$ cat config.mk
export PLATFORM = sky130hd
export DESIGN_NAME = mem_dump_reader
export DESIGN_NICKNAME = d
export VERILOG_FILES = /design/src/rtl/mem_dump_reader_pkg.sv /design/src/rtl/mem_dump_reader_byte_serializer.sv /design/src/rtl/mem_dump_reader.sv
export SDC_FILE = /design/constraint.sdc
export NUM_CORES = 1
export LEC_CHECK = 0
export ABC_CLOCK_PERIOD_IN_PS = 2400
export BUFFER_PORTS_ARGS = -buffer_cell sky130_fd_sc_hd__buf_2
export CELL_PAD_IN_SITES_DETAIL_PLACEMENT = 0
export CELL_PAD_IN_SITES_GLOBAL_PLACEMENT = 1
export CORE_ASPECT_RATIO = 1.25
export CORE_UTILIZATION = 39
export DETAILED_ROUTE_END_ITERATION = 7
export PLACE_DENSITY_LB_ADDON = 0.08
export SLEW_MARGIN = 20
export SYNTH_ARGS = -nofsm -noshare
export SYNTH_HDL_FRONTEND = slang
export SYNTH_HIERARCHICAL = 1
export SYNTH_SLANG_ARGS = --single-unit
$ cat constraint.sdc
create_clock -name clk -period 2.4 [get_ports clk]
set_input_delay 0.36 -clock clk [delete_from_list [all_inputs] [get_ports clk]]
set_output_delay 0.36 -clock clk [all_outputs]
set_load 0.05 [all_outputs]
$ cat src/rtl/mem_dump_reader_pkg.sv
// ---------------------------------------------------------------------------
// mem_dump_reader_pkg
// Shared debug-unit definitions used by the memory dump reader and the
// CPU load/store path.
//   - STATE_W / ST_* : dump FSM state encoding (legacy-style localparams)
//   - MEM_SIZE_WORD  : data-memory access-size code for a 32-bit word
//   - BYTE_WIDTH     : width of one streamed byte
//   - CHKSUM_WIDTH   : width of the optional XOR checksum byte
// ---------------------------------------------------------------------------
package mem_dump_reader_pkg;

    localparam int STATE_W = 3;

    localparam logic [STATE_W-1:0] ST_IDLE   = 3'd0;
    localparam logic [STATE_W-1:0] ST_READ   = 3'd1;
    localparam logic [STATE_W-1:0] ST_WAIT   = 3'd2;
    localparam logic [STATE_W-1:0] ST_SEND   = 3'd3;
    localparam logic [STATE_W-1:0] ST_CHKSUM = 3'd4;
    localparam logic [STATE_W-1:0] ST_DONE   = 3'd5;

    localparam logic [1:0] MEM_SIZE_WORD = 2'b11;

    localparam int BYTE_WIDTH   = 8;
    localparam int CHKSUM_WIDTH = BYTE_WIDTH;

endpackage

$ cat src/rtl/mem_dump_reader_byte_serializer.sv
// ---------------------------------------------------------------------------
// mem_dump_reader_byte_serializer
// Holds one 32-bit memory word and presents it little-endian, one byte at a
// time, over a valid/ready handshake.
// Ports:
//   clk, i_rst_n      : clock, asynchronous active-low reset
//   i_load            : capture i_word and restart at byte 0
//   i_word            : word read from data memory
//   i_send            : the owning FSM is in its byte-sending state
//   i_tx_ready        : transmitter accepts the presented byte
//   o_tx_data         : currently presented byte
//   o_tx_valid        : byte valid (follows i_send, never i_tx_ready)
//   o_last_accepted   : byte 3 of the word was just accepted
// ---------------------------------------------------------------------------
module mem_dump_reader_byte_serializer
    import mem_dump_reader_pkg::*;
(
    input  logic                  clk,
    input  logic                  i_rst_n,
    input  logic                  i_load,
    input  logic [31:0]           i_word,
    input  logic                  i_send,
    input  logic                  i_tx_ready,
    output logic [BYTE_WIDTH-1:0] o_tx_data,
    output logic                  o_tx_valid,
    output logic                  o_last_accepted
);

    logic [31:0] word_q, word_d;
    logic [1:0]  byte_idx_q, byte_idx_d;
    logic        accept;

    assign accept          = i_send & i_tx_ready;
    assign o_tx_valid      = i_send;
    assign o_last_accepted = accept & (byte_idx_q == 2'd3);

    // Byte select straight from registers, so the data only moves when the
    // byte index advances on an accepted transfer.
    assign o_tx_data = word_q[{byte_idx_q, 3'b000} +: BYTE_WIDTH];

    // A new word restarts the byte index; otherwise each accepted byte steps
    // it, wrapping back to 0 after byte 3.
    always_comb begin
        word_d     = word_q;
        byte_idx_d = byte_idx_q;
        if (i_load) begin
            word_d     = i_word;
            byte_idx_d = 2'd0;
        end else if (accept) begin
            byte_idx_d = byte_idx_q + 2'd1;
        end
    end

    // Word and byte-index registers.
    always_ff @(posedge clk or negedge i_rst_n) begin
        if (!i_rst_n) begin
            word_q     <= 32'h0;
            byte_idx_q <= 2'd0;
        end else begin
            word_q     <= word_d;
            byte_idx_q <= byte_idx_d;
        end
    end

endmodule

$ cat src/rtl/mem_dump_reader.sv
// ---------------------------------------------------------------------------
// mem_dump_reader
// Debug-unit read initiator: walks a contiguous range of data memory one word
// at a time and streams each word little-endian, byte by byte, to the debug
// UART transmitter. Only the memory read port is driven.
// Optional feature macro: MEM_DUMP_CHECKSUM_EN appends an XOR checksum byte
// of everything transmitted before finishing.
// Parameters:
//   ADDR_WIDTH   : byte-address width of data memory
// Ports:
//   clk, i_rst_n : clock, asynchronous active-low reset
//   i_start      : one-cycle dump request, honoured only when idle
//   i_base_addr  : byte address of the first word (latched on start)
//   i_word_count : number of words to dump (latched on start)
//   o_mem_raddr  : memory read address (base + 4*index, wraps)
//   o_mem_size   : access size, always word
//   o_mem_ren    : memory read enable
//   i_mem_dout   : memory read data
//   o_tx_data    : byte to transmitter
//   o_tx_valid   : byte valid
//   i_tx_ready   : transmitter accepts byte
//   o_busy       : dump in progress
//   o_done       : one-cycle completion pulse
// ---------------------------------------------------------------------------
module mem_dump_reader
    import mem_dump_reader_pkg::*;
#(
    parameter int ADDR_WIDTH = 10
) (
    input  logic                  clk,
    input  logic                  i_rst_n,
    input  logic                  i_start,
    input  logic [ADDR_WIDTH-1:0] i_base_addr,
    input  logic [ADDR_WIDTH-2:0] i_word_count,
    output logic [ADDR_WIDTH-1:0] o_mem_raddr,
    output logic [1:0]            o_mem_size,
    output logic                  o_mem_ren,
    input  logic [31:0]           i_mem_dout,
    output logic [BYTE_WIDTH-1:0] o_tx_data,
    output logic                  o_tx_valid,
    input  logic                  i_tx_ready,
    output logic                  o_busy,
    output logic                  o_done
);

    // State entered once the last data byte has gone out.
`ifdef MEM_DUMP_CHECKSUM_EN
    localparam logic [STATE_W-1:0] ST_FINISH = ST_CHKSUM;
`else
    localparam logic [STATE_W-1:0] ST_FINISH = ST_DONE;
`endif

    localparam logic [ADDR_WIDTH-2:0] IDX_ONE = {{(ADDR_WIDTH-2){1'b0}}, 1'b1};

    logic [STATE_W-1:0]    state_q, state_d;
    logic [ADDR_WIDTH-1:0] base_q, base_d;
    logic [ADDR_WIDTH-2:0] count_q, count_d;
    logic [ADDR_WIDTH-2:0] index_q, index_d;
    logic [ADDR_WIDTH-2:0] index_next;

    logic                  ser_send;
    logic                  ser_load;
    logic                  ser_last;
    logic                  ser_valid;
    logic [BYTE_WIDTH-1:0] ser_data;

    assign index_next = index_q + IDX_ONE;
    assign ser_send   = (state_q == ST_SEND);
    assign ser_load   = (state_q == ST_WAIT);

    // The top index bit only contributes above bit ADDR_WIDTH-1 once shifted,
    // so dropping it gives the modulo-2^ADDR_WIDTH wrap for free.
    assign o_mem_raddr = base_q + {index_q[ADDR_WIDTH-3:0], 2'b00};
    assign o_mem_size  = MEM_SIZE_WORD;
    // Enable is held through WAIT because the memory gates its output with it.
    assign o_mem_ren   = (state_q == ST_READ) || (state_q == ST_WAIT);
    assign o_busy      = (state_q != ST_IDLE) && (state_q != ST_DONE);
    assign o_done      = (state_q == ST_DONE);

    mem_dump_reader_byte_serializer u_byte_serializer (
        .clk             (clk),
        .i_rst_n         (i_rst_n),
        .i_load          (ser_load),
        .i_word          (i_mem_dout),
        .i_send          (ser_send),
        .i_tx_ready      (i_tx_ready),
        .o_tx_data       (ser_data),
        .o_tx_valid      (ser_valid),
        .o_last_accepted (ser_last)
    );

`ifdef MEM_DUMP_CHECKSUM_EN
    logic [CHKSUM_WIDTH-1:0] chk_q, chk_d;

    // Running XOR of every accepted data byte, cleared on each start so a
    // zero-length dump reports 0x00.
    always_comb begin
        chk_d = chk_q;
        if ((state_q == ST_IDLE) && i_start) begin
            chk_d = '0;
        end else if (ser_send && i_tx_ready) begin
            chk_d = chk_q ^ ser_data;
        end
    end

    always_ff @(posedge clk or negedge i_rst_n) begin
        if (!i_rst_n) begin
            chk_q <= '0;
        end else begin
            chk_q <= chk_d;
        end
    end

    assign o_tx_data  = (state_q == ST_CHKSUM) ? chk_q : ser_data;
    assign o_tx_valid = ser_valid | (state_q == ST_CHKSUM);
`else
    assign o_tx_data  = ser_data;
    assign o_tx_valid = ser_valid;
`endif

    // Dump sequencing: one READ/WAIT pair per word, then SEND until the
    // serializer reports the word's last byte accepted.
    always_comb begin
        state_d = state_q;
        base_d  = base_q;
        count_d = count_q;
        index_d = index_q;
        case (state_q)
            ST_IDLE: begin
                if (i_start) begin
                    base_d  = i_base_addr;
                    count_d = i_word_count;
                    index_d = '0;
                    state_d = (i_word_count == '0) ? ST_FINISH : ST_READ;
                end
            end
            ST_READ: state_d = ST_WAIT;
            ST_WAIT: state_d = ST_SEND;
            ST_SEND: begin
                if (ser_last) begin
                    index_d = index_next;
                    state_d = (index_next == count_q) ? ST_FINISH : ST_READ;
                end
            end
`ifdef MEM_DUMP_CHECKSUM_EN
            ST_CHKSUM: begin
                if (i_tx_ready) begin
                    state_d = ST_DONE;
                end
            end
`endif
            ST_DONE: state_d = ST_IDLE;
            default: state_d = ST_IDLE;
        endcase
    end

    // FSM and dump-range registers.
    always_ff @(posedge clk or negedge i_rst_n) begin
        if (!i_rst_n) begin
            state_q <= ST_IDLE;
            base_q  <= '0;
            count_q <= '0;
            index_q <= '0;
        end else begin
            state_q <= state_d;
            base_q  <= base_d;
            count_q <= count_d;
            index_q <= index_d;
        end
    end

endmodule
==> run summary, run 1 <==
Synth top cells by count -> 65 x dfrtp_1, 50 x mux2_2, 17 x nor2_1
Fin Setup TNS -> -0.2345 ns
GRT overflow -> 0
Layout Nets -> 431
Synth unique cells -> 47
CTS tree -> yes
Reg2Reg Setup Slack -> 0.57 ns
Remaining DRCs -> 0
First-pass GRT wire length -> 11,740 um
Startpoint Class -> register
Synth top area share -> 46.83%
Detailed Route WL -> 6868 um
Yosys warns -> 6
Clock transition at path regs -> 0.07 ns
Post-CTS Hold Buffers -> 0
Final hold violations -> 0
Worst r2r src -> index_q[0]$_DFFE_PN0P_
Syn Area/Cell -> 12.32 um2
Worst-path maximum fanout -> 2
Root buffer cell -> clkbuf_8
Die H -> 107.5 um
Total track usage -> 16.67%
WS Path Type -> register to primary output
Critical path data arrival time -> 2.21 ns
Async S/R FF share, synth -> 100.0%
Synth Cell Area -> 3473 um2
Routability cong. -> 0.7031
FF-to-FF End -> index_q[8]$_DFFE_PN0P_
Pins over their slew limit -> 0
Post-route ant nets -> 0
Max cap viols -> 0
First-pass iteration count of the detailed router -> 4
Period minus WS final -> 2.575 ns
Crit path capture type -> primary output
I/O pins -> 79
Area growth from synthesis to layout -> 22.95%
Dpl ws -> 0.05817 ns
Seq cells post-synth -> 65
Vias per inst -> 4.894
Largest net degree at the start of global routing -> 66
Synth area leaders -> dfrtp_1 47%, mux2_2 16%, mux4_2 5.2%
Clock Tree Buf Depth -> 2
Pwr Total -> 5.898 mW
Fin worst setup slack -> -0.1746 ns
Period utilization -> 107.3%
# rows -> 38
Number of port buffers -> 76
Share of cells above drive strength 1 -> 50.13%
CTS Buf Count -> 9
Number of global-route vias before repair -> 2,464
Post-route cell area -> 4270 um2
Initial Util -> 40.14%
WL/cell -> 13.99 um
DRT iter0 DRCs -> 51
Fill count -> 844
Leak -> 1.929 nW
Final Util -> 49.35%
Cell with the most instances after synthesis -> dfrtp_1
Status -> finished, violations left
Detail Placement HPWL -> 4940 um
Post-Syn Instances -> 282
Post-Layout Cell Count -> 491
Vias -> 2,403
H-tree depth -> 3
Violated checks -> negative setup slack
Min-Delay Path Class -> input port to asynchronous set/reset pin
Clock Sinks -> 65
Fmax achieved -> 0.3884 GHz
Die width -> 86.41 um
Placed cell area -> 3960 um2
IR drop worst, VDD -> 0.7664 mV
Cells after DPL -> 473
Core box area -> 8653 um2
Worst hold slack -> 0.006557 ns
N_diodes -> 0
Dominant cell type by area after synthesis -> dfrtp_1
RSZ-0062 raised after global routing -> true
Initial antenna violation count -> 0
EDFF count, synth -> 0
R2r worst-path depth -> 6
Worst skew pair latency -> 0.34 ns
Seq/Total Area, Yosys -> 46.83%
DIE AREA -> 9290 um2
Setup Skew -> 0.009246 ns
Power per standard cell area -> 1381 nW/um2
Endpoints failing setup -> 2
Synth Flop Type -> dfrtp_1
Crit path required time -> 2.04 ns
[flip-flops by register name, indices dropped and copies added (netlist names)]
register                      flops
base_q                           10
count_q                           9
index_q                           9
state_q                           3
u_byte_serializer/byte_idx_q      2
u_byte_serializer/word_q         32
[worst max path at each step]
stage,startpoint,end,slack [ns]
detailed placement,base_q[2]$_DFFE_PN0P_,o_mem_raddr[8],0.06
global placement,base_q[3]$_DFFE_PN0P_,o_mem_raddr[9],0.04
finish,base_q[2]$_DFFE_PN0P_,o_mem_raddr[8],-0.17
CTS,base_q[3]$_DFFE_PN0P_,o_mem_raddr[9],-0.21
floorplan,index_q[0]$_DFFE_PN0P_,o_mem_raddr[8],0.02
global route,base_q[2]$_DFFE_PN0P_,o_mem_raddr[8],-0.28
[where the power goes]
part | total [mW] | internal (mW) | switching [mW]
Clock | 1.05 | 0.617 | 0.438
Sequential | 1.88 | 1.58 | 0.304
Combinational | 2.96 | 1.24 | 1.71
Total | 5.90 | 3.44 | 2.46
[final cells by class]
type                            instances  area [um2]  area share (%)
Inverter                                9       33.78          0.7911
Tap cell                              120       150.1           3.516
Sequential cell                        65        1627           38.09
Clock inverter                          6       90.09           2.110
Clock buffer                           10       137.6           3.223
Multi-Input combinational cell        190        1705           39.94
Timing Repair Buffer                   91       526.8           12.34
[critical path: stages (launching register included)]
cell and delay [ns]:
dfrtp_1 0.39, ha_2 0.19, inv_2 0.05, fa_2 0.19
nor2b_1 0.05, o21ai_1 0.18, a21boi_2 0.08, or4b_1 0.50
nand3_2 0.11, buf_8 0.14
[cell usage in the layout (no fill, tap or decap), types with 2 or more instances in the layout]
cell type	n
inv_2	2
nor2b_1	3
clkbuf_8	10
buf_4	16
nand2_1	9
a21oi_1	6
inv_1	7
and2_1	2
o21ai_1	2
a21o_1	2
nand3_1	6
ha_1	7
o21ai_0	14
nor2_1	14
mux2_2	50
dfrtp_1	65
o31ai_1	4
xnor2_1	12
buf_2	72
xor2_1	5
conb_1	2
nor2_2	3
a21bo_2	2
bufinv_16	2
and3_1	2
nand4_1	2
nand2b_1	3
mux4_2	8
nor4_1	2
nor3_1	4
[per-layer routing]
metal	global-route usage, %	share of wire [%]	up-vias
met5	0	0	-
met4	6.786	1.6	0
met3	4.908	4.8	6
met2	28.23	52	49
met1	19.65	42	1175
li1	-	-	1173
[logic make-up (layout without fill, tap and decap cells)]
family / after synthesis / in the layout / synth area share (%)
simple gates: 63 / 63 / 10.48
other cells: 1 / 2 / 0.1080
flops: 65 / 65 / 46.83
buf+inv: 28 / 116 / 5.656
mux: 59 / 59 / 21.69
compound gates: 39 / 39 / 7.133
fa+ha+maj: 10 / 10 / 3.819
xor+xnor: 17 / 17 / 4.287
[what timing repair did]
action	4_1_cts	5_1_grt
pin swaps	6	1
setup buffers	0	2
gates resized for setup	12	9
endpoints found under the setup margin	4	4
(Power assumes the default switching activity.)
==> run 2: changes to the inputs <==
--- a/config.mk
+++ b/config.mk
@@ -13,6 +13,7 @@
 export CORE_UTILIZATION = 39
 export DETAILED_ROUTE_END_ITERATION = 7
 export PLACE_DENSITY_LB_ADDON = 0.08
+export SETUP_SLACK_MARGIN = 0.4
 export SLEW_MARGIN = 20
 export SYNTH_ARGS = -nofsm -noshare
 export SYNTH_HDL_FRONTEND = slang
==> run 2 against run 1 <==
  * The run still ends with negative setup slack left
  * Power is 4.3% higher
  * Wire length is 3.8% higher
  * Sequential cell count stayed put
  * Design area is 3.3% higher
  * Global-route usage is 0.27 points higher
==> run summary, run 2 (synthesis results as in run 1) <==
CTS tree -> yes
Reg2Reg Setup Slack -> 0.61 ns (+0.04 ns)
Switching power -> 2.505 mW (+2.0%)
Fill count -> 824 (-2.4%)
Vias -> 2,435 (+1.3%)
Vias per inst -> 4.929 (+0.72%)
Worst r2r src -> state_q[2]$_DFFE_PN0P_
Biggest register -> u_byte_serializer/word_q
Violated checks -> negative setup slack
CP max stage delay -> 0.49 ns (about the same)
WL/cell -> 14.43 um (+3.2%)
Routability cong. -> 0.7376 (+4.9%)
Crit path required time -> 2.04 ns (about the same)
Busiest grt layer -> met2
DRT iter0 DRCs -> 95 (+86%)
Die width -> 86.41 um (unchanged)
Power per standard cell area -> 1394 nW/um2 (+0.91%)
Number of port buffers -> 76 (unchanged)
First-pass iteration count of the detailed router -> 4 (unchanged)
Leak -> 1.992 nW (+3.3%)
Layout Nets -> 436 (+1.2%)
Largest net degree at the start of global routing -> 44 (-33%)
R2r worst-path depth -> 6 (unchanged)
Most frequent cells in the layout -> 63 x dfrtp_1, 63 x buf_2, 50 x mux2_2
Combinational power share -> 53.7% (+3.5 points)
GR Layer Usage met3 -> 4.908% (unchanged)
Tightest Pin Transition -> 0.5318 ns
Clock Sinks -> 65 (unchanged)
Final Util -> 51.00% (+1.6 points)
Post-route ant nets -> 0 (unchanged)
Endpoints failing setup -> 3 (+1)
Setup Skew -> 0.007058 ns (-0.002187 ns)
H-tree depth -> 3 (unchanged)
Clock Tree Buf Depth -> 2 (unchanged)
Pins over their slew limit -> 0 (unchanged)
Number of global-route vias before repair -> 2,552 (+3.6%)
Max cap viols -> 0 (unchanged)
Period utilization -> 105.9% (-1.4 points)
Clock transition at path regs -> 0.07 ns (about the same)
Pwr Total -> 6.150 mW (+4.3%)
Area growth from synthesis to layout -> 27.05%
Remaining DRCs -> 0 (unchanged)
Die H -> 107.5 um (unchanged)
Final hold violations -> 0 (unchanged)
Core box area -> 8653 um2 (unchanged)
DIE AREA -> 9290 um2 (unchanged)
Crit path capture type -> primary output
CTS Buf Count -> 9 (unchanged)
I/O pins -> 79 (unchanged)
Worst skew pair latency -> 0.34 ns (about the same)
Worst-path maximum fanout -> 2 (unchanged)
Max reg flops -> 32 (unchanged)
Met1 Usage GRT -> 18.27% (-1.4 points)
Clock group share of total power -> 15.9% (-2.0 points)
Initial antenna violation count -> 0 (unchanged)
Period minus WS final -> 2.541 ns (-0.03314 ns)
RSZ-0062 raised after global routing -> true
Fin Setup TNS -> -0.2738 ns (-0.03939 ns)
Critical path data arrival time -> 2.18 ns (-0.03 ns)
Root buffer cell -> clkbuf_8
N_diodes -> 0 (unchanged)
Met2 usage -> 30.90% (+2.7 points)
Internal Power -> 3.645 mW (+5.9%)
First-pass GRT wire length -> 11,850 um (+0.95%)
Status -> finished, violations left
Fmax achieved -> 0.3935 GHz (+1.3%)
Min-Delay Path Class -> input port to asynchronous set/reset pin
FF-to-FF End -> state_q[2]$_DFFE_PN0P_
Initial Util -> 40.14% (unchanged)
IR drop worst, VDD -> 0.9281 mV (+21%)
Share of cells above drive strength 1 -> 52.67% (+2.5 points)
Startpoint Class -> register
Slew HR -> 64.54%
Detail Placement HPWL -> 5191 um (+5.1%)
Critical path cell sequence -> ha_2, inv_2, fa_2, nor2b_2, o21ai_2, a21boi_2, or4b_4, nand3_4, buf_8
CP max-delay cell -> or4b_4
Detailed Route WL -> 7130 um (+3.8%)
Total track usage -> 16.94% (+0.27 points)
Fin worst setup slack -> -0.1414 ns (+0.03314 ns)
Sequential share of power -> 30.5% (-1.5 points)
# rows -> 38 (unchanged)
GRT overflow -> 0 (unchanged)
WS Path Type -> register to primary output
Regs by FF count -> u_byte_serializer/word_q x32, base_q x10
Sw frac -> 40.73% (-0.92 points)
-- run 2: how the worst max path moves through the flow --
stage,start,end,slack [ns],cells past startpoint
after floorplan,index_q[0]$_DFFE_PN0P_,o_mem_raddr[4],0.17,4
after detailed placement,base_q[2]$_DFFE_PN0P_,o_mem_raddr[8],0.03,9
after global routing,index_q[1]$_DFFE_PN0P_,o_mem_raddr[9],-0.26,8
after global placement,index_q[1]$_DFFE_PN0P_,o_mem_raddr[9],0.02,8
after CTS,index_q[0]$_DFFE_PN0P_,o_mem_raddr[8],-0.21,9
final,index_q[0]$_DFFE_PN0P_,o_mem_raddr[8],-0.14,9
-- run 2: routing by layer --
metal / part of all wire (%) / vias up / wire (um)
met3: 4.7 / 9 / 338
met2: 55 / 50 / 3893
met1: 39 / 1193 / 2791
li1: - / 1183 / -
met5: 0 / - / 0
met4: 1.5 / 0 / 106
-- run 2: worst max-delay path: cells and delay by family (launching register included) --
kind                       cells  cell delay (ns)
and+or+nand+nor                3             0.63
adders and majority gates      2             0.40
AOI/OAI and AO/OA              2             0.24
DFF                            1             0.39
buffers and inverters          2             0.19
-- run 2: what timing repair did --
item                       4_1_cts  5_1_grt
setup endpoints to repair        7       16
gates resized for setup         22       28
setup buffers                    2        0
hold buffers                     0        0
pin swaps                        4        5
-- run 2: power by group through the flow --
stage | Clock, mW | Sequential [mW] | Combinational [mW]
6_report | 0.975 | 1.88 | 3.30
5_1_grt | 1.05 | 1.94 | 3.53
4_1_cts | 1.01 | 1.88 | 3.16
3_5_place_dp | 0 | 1.90 | 3.00
3_3_place_gp | 0 | 1.88 | 2.97
2_1_floorplan | 0 | 1.78 | 2.57
-- run 2: per-stage QoR --
| stage | hold WS, ns | setup WS, ns | std cells | area [um2] |
|---|---|---|---|---|
| after global placement | 0.3836 | 0.01699 | 478 | 4044 |
| after global routing | 0.02183 | -0.2584 | 494 | 4413 |
| final | 0.001056 | -0.1414 | 494 | 4413 |
| after CTS | 0.01400 | -0.2136 | 494 | 4325 |
| after floorplan | 0.06441 | 0.1724 | 283 | 3523 |
| after detailed placement | 0.3824 | 0.02961 | 478 | 4044 |
-- run 2: final cells by class --
class	count	area [um2]	area share (%)
multi-input cells	190	1774	40.20
flip-flops and latches	65	1629	36.92
clock buffers	10	127.6	2.892
clock inverters	4	70.07	1.588
well taps	120	150.1	3.402
inverters	9	33.78	0.7655
repair buffers	96	628.1	14.23
==> run 3: changes to the inputs <==
--- a/config.mk
+++ b/config.mk
@@ -5,16 +5,15 @@
 export SDC_FILE = /design/constraint.sdc
 export NUM_CORES = 1
 export LEC_CHECK = 0
-export ABC_CLOCK_PERIOD_IN_PS = 2400
+export ABC_CLOCK_PERIOD_IN_PS = 3150
 export BUFFER_PORTS_ARGS = -buffer_cell sky130_fd_sc_hd__buf_2
 export CELL_PAD_IN_SITES_DETAIL_PLACEMENT = 0
 export CELL_PAD_IN_SITES_GLOBAL_PLACEMENT = 1
 export CORE_ASPECT_RATIO = 1.25
 export CORE_UTILIZATION = 39
 export DETAILED_ROUTE_END_ITERATION = 7
-export PLACE_DENSITY_LB_ADDON = 0.08
+export PLACE_DENSITY = 0.72
 export SETUP_SLACK_MARGIN = 0.4
-export SLEW_MARGIN = 20
 export SYNTH_ARGS = -nofsm -noshare
 export SYNTH_HDL_FRONTEND = slang
 export SYNTH_HIERARCHICAL = 1
==> constraint.sdc (replaced) <==
create_clock -name clk -period 3.15 [get_ports clk]
set_input_delay 0.4725 -clock clk [delete_from_list [all_inputs] [get_ports clk]]
set_output_delay 0.4725 -clock clk [all_outputs]
set_load 0.05 [all_outputs]
==> run 3 against run 2 <==
  * The flow now finishes without violations
  * Hold slack better by 0.12 ns
  * Power down 30%
  * Clock skew rose by 0.00073 ns
  * First-iteration DRC count fell by 53%
  * Core utilization decreased by 3.3 points
  * Worst setup slack better by 0.61 ns
==> run summary, run 3 (synthesis results as in run 1) <==
Vias -> 2,433 (-0.082%)
Tightest Pin Transition -> 0.6181 ns (+0.08629 ns)
Max cap viols -> 0 (unchanged)
Routability cong. -> 0.7521 (+2.0%)
Layout Nets -> 422 (-3.2%)
Fin worst setup slack -> 0.4682 ns (+0.6096 ns)
Worst skew pair latency -> 0.34 ns (about the same)
Max reg flops -> 32 (unchanged)
Clock group share of total power -> 16.1% (+0.2 points)
Clock Sinks -> 65 (unchanged)
Die H -> 107.5 um (unchanged)
Total track usage -> 16.86% (-0.076 points)
Power per standard cell area -> 1045 nW/um2 (-25%)
Largest net degree at the start of global routing -> 35 (-20%)
Initial antenna violation count -> 0 (unchanged)
N_diodes -> 0 (unchanged)
Share of cells above drive strength 1 -> 47.51% (-5.2 points)
Detail Placement HPWL -> 5097 um (-1.8%)
Final hold violations -> 0 (unchanged)
Clock transition at path regs -> 0.07 ns (about the same)
Die width -> 86.41 um (unchanged)
Core box area -> 8653 um2 (unchanged)
Slew HR -> 58.79% (-5.8 points)
Sequential share of power -> 34.0% (+3.5 points)
Crit path required time -> 2.68 ns (+0.64 ns)
Period minus WS final -> 2.682 ns
Startpoint Class -> register
Critical path data arrival time -> 2.21 ns (+0.03 ns)
Number of global-route vias before repair -> 2,606 (+2.1%)
H-tree depth -> 3 (unchanged)
Post-route cell area -> 4131 um2 (-6.4%)
Endpoints failing setup -> 0 (-3)
Worst hold slack -> 0.1210 ns (+0.1200 ns)
DRT iter0 DRCs -> 45 (-53%)
Biggest register -> u_byte_serializer/word_q
First-pass GRT wire length -> 11,900 um (+0.40%)
Combinational power share -> 49.9% (-3.8 points)
CTS tree -> yes
Crit path capture type -> primary output
Switching power -> 1.837 mW (-27%)
Leak -> 1.852 nW (-7.1%)
Number of port buffers -> 76 (unchanged)
Initial Util -> 40.14% (unchanged)
Fill count -> 877 (+6.4%)
WL/cell -> 14.48 um (+0.33%)
Dpl ws -> 0.5900 ns (+0.5604 ns)
Root buffer cell -> clkbuf_8
Fin Setup TNS -> 0 ns (+0.2738 ns)
Most common cell after layout, fill and taps aside -> buf_2
WS Path Type -> register to primary output
Min-Delay Path Class -> input port to asynchronous set/reset pin
Internal Power -> 2.483 mW (-32%)
Regs by FF count -> u_byte_serializer/word_q x32, base_q x10
DIE AREA -> 9290 um2 (unchanged)
Vias per inst -> 5.048 (+2.4%)
Sw frac -> 42.52% (+1.8 points)
Worst-path maximum fanout -> 2 (unchanged)
Fmax achieved -> 0.3729 GHz
Status -> complete, no violations
First-pass iteration count of the detailed router -> 4 (unchanged)
Setup Skew -> 0.007793 ns (+0.0007349 ns)
Period utilization -> 85.14%
Pins over their slew limit -> 0 (unchanged)
Clock Tree Buf Depth -> 2 (unchanged)
GRT overflow -> 0 (unchanged)
Most frequent cells in the layout -> 74 x buf_2, 63 x dfrtp_1, 50 x mux2_2
# rows -> 38 (unchanged)
I/O pins -> 79 (unchanged)
IR drop worst, VDD -> 0.4699 mV (-49%)
Detailed Route WL -> 6980 um (-2.1%)
Remaining DRCs -> 0 (unchanged)
Final Util -> 47.74% (-3.3 points)
Placed cell area -> 3880 um2 (-4.1%)
Post-route ant nets -> 0 (unchanged)
CTS Buf Count -> 9 (unchanged)
RSZ-0062 raised after global routing -> true
Area growth from synthesis to layout -> 18.95%
## run 3: path summary, 6_finish.rpt
path | slack [ns] | start | cells past startpoint | endpoint
setup / recovery | 0.47 | index_q[0]$_DFFE_PN0P_ | 9 | o_mem_raddr[8]
hold / removal | 0.12 | i_rst_n | 1 | u_byte_serializer/word_q[27]$_DFFE_PN0P_
setup reg to reg | 0.92 | state_q[2]$_DFFE_PN0P_ | 6 | state_q[2]$_DFFE_PN0P_
hold reg to reg | 0.50 | u_byte_serializer/word_q[24]$_DFFE_PN0P_ | 1 | u_byte_serializer/word_q[24]$_DFFE_PN0P_
max in group asynchronous | 2.32 | i_rst_n | 2 | u_byte_serializer/word_q[20]$_DFFE_PN0P_
min in group clk | 0.34 | i_base_addr[3] | 3 | base_q[3]$_DFFE_PN0P_
## run 3: worst max-delay path, cell delays in order (launching register included)
cell	delay, ns
dfrtp_2	0.41
ha_2	0.18
inv_2	0.06
fa_2	0.21
nor2b_1	0.06
o21ai_2	0.13
a21boi_1	0.09
or4b_1	0.46
nand3_1	0.11
buf_6	0.16
## run 3: what timing repair did
action | in CTS | in global routing
hold buffers | 0 | 0
pin swaps | 2 | 2
setup endpoints to repair | 2 | 2
buffers inserted | 2 | 0
gates resized for setup | 7 | 6
## run 3: layout make-up
type	instances	area [um2]	area share, %
multi-input combinational	190	1695	41.04
sequential	65	1629	39.43
timing repair buffer	82	434.2	10.51
tap	120	150.1	3.634
clock buffer	13	148.9	3.604
clock inverter	3	40.04	0.9691
inverter	9	33.78	0.8177
## run 3: power groups by stage
stage	sequential [mW]	combinational, mW	clock (mW)
2_1_floorplan	1.36	1.91	0
3_3_place_gp	1.48	2.10	0
3_5_place_dp	1.50	2.13	0
4_1_cts	1.48	2.17	0.724
5_1_grt	1.54	2.31	0.753
6_report	1.47	2.16	0.695
## run 3: metrics by stage
step | power [mW] | instances
global route | 4.603 | 482
detailed placement | 3.628 | 464
CTS | 4.370 | 482
floorplan | 3.269 | 283
global placement | 3.574 | 464
finish | 4.319 | 482
## run 3: routing by layer
metal / up-vias / GRT usage (%) / routed length [um]
met1: 1206 / 18.94 / 2807
met4: 0 / 5.595 / 78
li1: 1152 / - / -
met5: - / 0 / 0
met3: 8 / 6.442 / 491
met2: 67 / 29.14 / 3603
